File: src/rtl/mem_arbiter.sv
// Two-requester arbiter (instruction fetch / load-store) for one single-port memory.
// Optional build macro MEM_ARB_ROUND_ROBIN_EN: alternate winners on ties instead of data-first.
module mem_arbiter #(
  parameter int ADDR_W = 32,
  parameter int DATA_W = 32
) (
  input  logic                clk_i,
  input  logic                reset_i,
  input  logic                if_req_i,
  input  logic [ADDR_W-1:0]   if_addr_i,
  output logic                if_gnt_o,
  output logic                if_rvalid_o,
  output logic [DATA_W-1:0]   if_rdata_o,
  input  logic                d_req_i,
  input  logic                d_we_i,
  input  logic [DATA_W/8-1:0] d_be_i,
  input  logic [ADDR_W-1:0]   d_addr_i,
  input  logic [DATA_W-1:0]   d_wdata_i,
  output logic                d_gnt_o,
  output logic                d_rvalid_o,
  output logic [DATA_W-1:0]   d_rdata_o,
  output logic                mem_req_o,
  output logic                mem_we_o,
  output logic [DATA_W/8-1:0] mem_be_o,
  output logic [ADDR_W-1:0]   mem_addr_o,
  output logic [DATA_W-1:0]   mem_wdata_o,
  input  logic                mem_gnt_i,
  input  logic                mem_rvalid_i,
  input  logic [DATA_W-1:0]   mem_rdata_i
);

  // Handshake: a requester holds req and its fields until its gnt pulse; the
  // memory side takes mem_req_o on a cycle with mem_gnt_i=1 and later returns
  // exactly one mem_rvalid_i pulse for that request.

  typedef enum logic [1:0] {
    IDLE = 2'd0,
    REQ  = 2'd1,
    RESP = 2'd2
  } state_t;

  state_t state;
  state_t state_next;
  logic   owner;
  logic   any_req;
  logic   pick_d;
  logic   take;

  assign any_req = if_req_i | d_req_i;
  assign take    = (state == IDLE) & any_req & ~reset_i;

`ifdef MEM_ARB_ROUND_ROBIN_EN
  // last_d = 1 when the most recent grant went to the data side.
  logic last_d;

  always_ff @(posedge clk_i or posedge reset_i) begin
    if (reset_i) begin
      last_d <= 1'b1;
    end else if (take) begin
      last_d <= pick_d;
    end
  end

  assign pick_d = d_req_i & ~(if_req_i & last_d);
`else
  assign pick_d = d_req_i;
`endif

  always_comb begin
    state_next  = state;
    if_gnt_o    = 1'b0;
    d_gnt_o     = 1'b0;
    if_rvalid_o = 1'b0;
    d_rvalid_o  = 1'b0;
    case (state)
      IDLE: begin
        if (take) begin
          if_gnt_o   = ~pick_d;
          d_gnt_o    = pick_d;
          state_next = REQ;
        end
      end
      REQ: begin
        if (mem_gnt_i) state_next = RESP;
      end
      RESP: begin
        if_rvalid_o = mem_rvalid_i & ~owner;
        d_rvalid_o  = mem_rvalid_i & owner;
        if (mem_rvalid_i) state_next = IDLE;
      end
      default: state_next = IDLE;
    endcase
  end

  assign if_rdata_o = mem_rdata_i;
  assign d_rdata_o  = mem_rdata_i;

  always_ff @(posedge clk_i or posedge reset_i) begin
    if (reset_i) begin
      state       <= IDLE;
      owner       <= 1'b0;
      mem_req_o   <= 1'b0;
      mem_we_o    <= 1'b0;
      mem_be_o    <= '0;
      mem_addr_o  <= '0;
      mem_wdata_o <= '0;
    end else begin
      state <= state_next;
      if (take) begin
        mem_req_o <= 1'b1;
        owner     <= pick_d;
        if (pick_d) begin
          mem_we_o    <= d_we_i;
          mem_be_o    <= d_be_i;
          mem_addr_o  <= d_addr_i;
          mem_wdata_o <= d_wdata_i;
        end else begin
          // Fetches are full-word reads; write data is left as it was.
          mem_we_o   <= 1'b0;
          mem_be_o   <= '1;
          mem_addr_o <= if_addr_i;
        end
      end else if (state == REQ && mem_gnt_i) begin
        mem_req_o <= 1'b0;
      end
    end
  end

endmodule

File: config.mk
export PLATFORM = sky130hd
export DESIGN_NAME = mem_arbiter
export DESIGN_NICKNAME = d
export VERILOG_FILES = /design/src/rtl/mem_arbiter.sv
export SDC_FILE = /design/constraint.sdc
export NUM_CORES = 1
export LEC_CHECK = 0
export ABC_AREA = 1
export CORE_MARGIN = 10
export CORE_UTILIZATION = 37
export CTS_CLUSTER_SIZE = 28
export DETAILED_ROUTE_END_ITERATION = 12
export GPL_TIMING_DRIVEN = 0
export PLACE_DENSITY = 0.86
export SYNTH_ARGS = -nofsm -noshare
export SYNTH_HDL_FRONTEND = slang
export SYNTH_SLANG_ARGS = --single-unit
File: constraint.sdc
create_clock -name clk_i -period 6.95 [get_ports clk_i]
set_input_delay 1.39 -clock clk_i [delete_from_list [all_inputs] [get_ports clk_i]]
set_output_delay 1.39 -clock clk_i [all_outputs]
set_load 0.01 [all_outputs]
* After elaboration in Yosys (flattened, before gate mapping) *
Cells that the tools add are included.

storage, ports and cells
  word-level logic and storage cells = 40
  input port bits = 139
  output and inout bits = 138
  bits in registers = 73

operators by class
  bitwise logic cells = 8
  muxes and demuxes = 15
  reductions and logical operators = 5
  equality and inequality tests = 5

operators with widths
  kind                number
  $mux 32             1
  $mux 1              9
  $mux 2              3
  $ne 2x2->1 const B  3
  $pmux 2 s3          1
  $and 1x1->1         4
  $mux 4              1
  $not 1->1           3
  $reduce_and 3->1    1
  $eq 2x1->1 const B  1
  $eq 2x2->1 const B  1
  $logic_not 2->1     1
  $reduce_and 2->1    1
  $reduce_bool 2->1   1
  $logic_and 1x1->1   1
  $or 1x1->1          1

* Longest topological paths before layout *
  depth after elaboration = 5
  depth in mapped cells = 7

* Worst setup path after synthesis *
No wires, ideal clock.

  path type = input port to output port
  start point = input port reset_i
  end point = output port d_gnt_o
  data required time = 5560 ps
  arrival = 3788 ps
  stages = 4
  slack = 1772 ps
  cell sequence = inv_1 -> nand4_1 -> buf_2 -> inv_1

between the ends
  word-level cells in the longest chain between the ends = 4

ends and longest elaborated chain
  element             RTL line  text
  start: declaration  8         input logic reset_i,
  $not 1->1           50        assign take = (state == IDLE) & any_req & ~reset_i;
  $and 1x1->1         50
  $mux 1              77        if (take) begin
  $mux 1              75        case (state)
  end: declaration    19        output logic d_gnt_o,

No other way between the ends.

* Worst setup path after layout *
  start point = input port reset_i
  end point = output port if_gnt_o

between the ends
  word-level cells in the longest chain between the ends = 4

ends and longest elaborated chain
  element           RTL line  text
  $not 1->1         50
  $and 1x1->1       50
  $mux 1            77
  $mux 1            75
  end: declaration  11        output logic if_gnt_o,

No other way between the ends.

==> metrics <==
status=complete, no violations; Crit Path Category=primary input to output pin; power density over the cells=roughly 320 nW/um^2; total wire length=~14 mm; Worst Hold Depth=2; Initial Util=roughly two fifths; CP arrival=~4.0 ns; Ant. Diodes=0; ANT nets after route=0; Num CTS Buffers=9; Setup WS pre-CTS=between 1.5 and 2 ns; Min-Delay Startpoint=mem_wdata_o[9]; Seq/Total Area, Yosys=about half; antenna violations before repair=0; CTS resizes=0; Hold Path End=mem_wdata_o[9]; Nets=just under 900; EDFF count, synth=0; cts-stage hold buffer count=0; Cells after Synth=around 490; synthesized-area fraction occupied by adder cells=0%; DRC=0; max-cap violations=0; deepest clock path buffer count=2; Die Y=~120 um; final core occ=approximately two thirds; Setup violations, final=0; final worst path period share=a little under 80%; via count=3958; core area=roughly 10000 sq um; Non-Filler Instances=slightly below 900; worst endpoint required time=5.56 ns; Sink Count=73; number of vias per cell=~4.5; main combinational cell family by area after synthesis=simple AND/OR/NAND/NOR gates; RSZ-0062 raised after global routing=no; Lkg Pwr=roughly 3.3 nW; Mapped Nets=630; measured slew at the worst slew-check pin=0.916 ns; Post-Place Cells=between 800 and 900; top-area cell type share of the netlist area=between 40% and 50%; slew margin rel.=about 40%; Synth-to-Final Area Change=75.3%; CTS tree=done; die area=around 15000 sq um; worst clock skew=0.0113 ns; vias in the first global route=approximately 4200; Post-synth top flop=dfrtp_1; Final Hold Fails=0; synth unique cells=18; H-tree levels=3; grt total ovfl=0; fin crit period=5.41 ns; FFs w/ async S/R, synth=100%; I/O Buffers=244; layout cell share with drive strength beyond 1=between 10 and 15%; Crit Path Max Fanout=76; flops & latches, synth=73; r2r endpoint=mem_wdata_o[11]; Initial DRC Count=~190; multiplexer share of the synthesized area=0%; global-route wire length before repair=between 20 and 25 mm; Synth Area per Inst=7.62 sq um; peak supply drop=~0.16 mV; TNS Setup=0 ns; Synth area leader=dfrtp_1; io pins=about 280; leading cell types by count after synthesis=nand2_1, dfrtp_1, buf_4, nand3_1, buf_2; worst min path class=flop to flop; Critical Path Start Type=primary input; Syn. warnings=0; CTS root buf=clkbuf_8; Worst Hold Slack=approximately 0.48 ns; Final Max Tran Viols=0; Clock transition at path regs=~0.070 ns; top post-synthesis cells by area=dfrtp_1, nand2_1, buf_4; Pre-antenna DRT Iters=4; max frequency=between 0.15 and 0.2 GHz; simple-gate area share of the yosys netlist=~33%; Worst Slack Setup Final=~1.5 ns; post-CTS setup repair buffer count=0; clock latency on the worst-skew pair=0.33 ns; top-count cell post-synth=nand2_1; die width=121 um; RePlAce Congestion=slightly below 0.8; post-synthesis xor/xnor area fraction=0%; gr usage total=between 10% and 20%; synthesized area=approximately 3700 sq um; # rows=36; reg2reg path depth=7; flop-to-flop setup slack=5.35 ns; Critical Path Sink Type=output pin; largest net degree at the start of global routing=77; drt wl/cell=around 16 um; R2R Path Start=state[1]; post-synthesis compound-gate area fraction=1.24%; dpl hpwl=between 10 and 15 mm
critical path, cell delays in order:
cell and delay, ns:
clkdlybuf4s50_1 0.45, inv_4 0.67, nand2_1 0.16, nor2_1 0.26, buf_4 0.25, buf_4 0.19
nand2_1 0.06, inv_1 0.05, clkdlybuf4s50_1 0.53
metrics by stage:
| step | instance area (sq um) | power (mW) |
|---|---|---|
| 3_5_place_dp | 6350 | 1.79 |
| 3_3_place_gp | 6350 | 1.76 |
| 4_1_cts | 6560 | 2.14 |
| 5_1_grt | 6560 | 2.26 |
| 6_report | 6560 | 2.11 |
| 2_1_floorplan | 3740 | 1.15 |
cell type report:
class	instances	area (sq um)
Sequential cell	73	1830
Clock buffer	11	151
Buffer	89	612
Timing Repair Buffer	244	2440
Fill cell	799	3260
Multi-Input combinational cell	320	1270
Clock inverter	5	53.8
Tap cell	133	166
Inverter	9	36.3
per-layer routing:
metal / global-route usage, % / part of all wire, %
met1: 18.7 / 36
met2: 33.0 / 50
met3: 10.6 / 13
met4: 4.98 / 1.1
met5: 0 / 0
worst max-delay path by stage:
stage,start,endpoint,slack (ns),depth (start not counted)
final,reset_i,if_gnt_o,1.54,9
after CTS,reset_i,if_gnt_o,1.44,9
after floorplan,reset_i,d_gnt_o,1.77,4
after global routing,reset_i,if_gnt_o,1.24,9
after detailed placement,reset_i,if_gnt_o,1.53,9
after global placement,reset_i,d_gnt_o,0.06,6
power breakdown:
part / internal, mW / total [mW] / switching (mW) / leakage [nW]
clock network: 0.184 / 0.339 / 0.155 / 0.109
registers: 0.633 / 0.748 / 0.115 / 0.908
logic: 0.566 / 1.03 / 0.460 / 2.27
layout by cell type (no fill, tap or decap), types with 2 or more instances in the layout:
cell             instances
buf_2                   15
buf_4                   69
clkbuf_1                 4
clkbuf_8                11
clkdlybuf4s50_1        244
clkinv_2                 3
dfrtp_1                 73
inv_1                    7
nand2_1                267
nand3_1                 32
nor2_1                   6
nor3_1                   2
o21ai_0                  5
o21ai_1                  3
cells by family after synthesis:
group / count (synthesis)
AND/OR/NAND/NOR: 311
buffers and inverters: 98
flip-flops: 73
AO/OA/AOI/OAI: 9
sequential cells by signal, indices dropped and copies added, names as in the netlist:
name,cells
mem_addr_o,32
mem_be_o,4
mem_req_o,1
mem_wdata_o,32
mem_we_o,1
owner,1
state,2
Note: power is estimated with default switching activity, not from simulation.
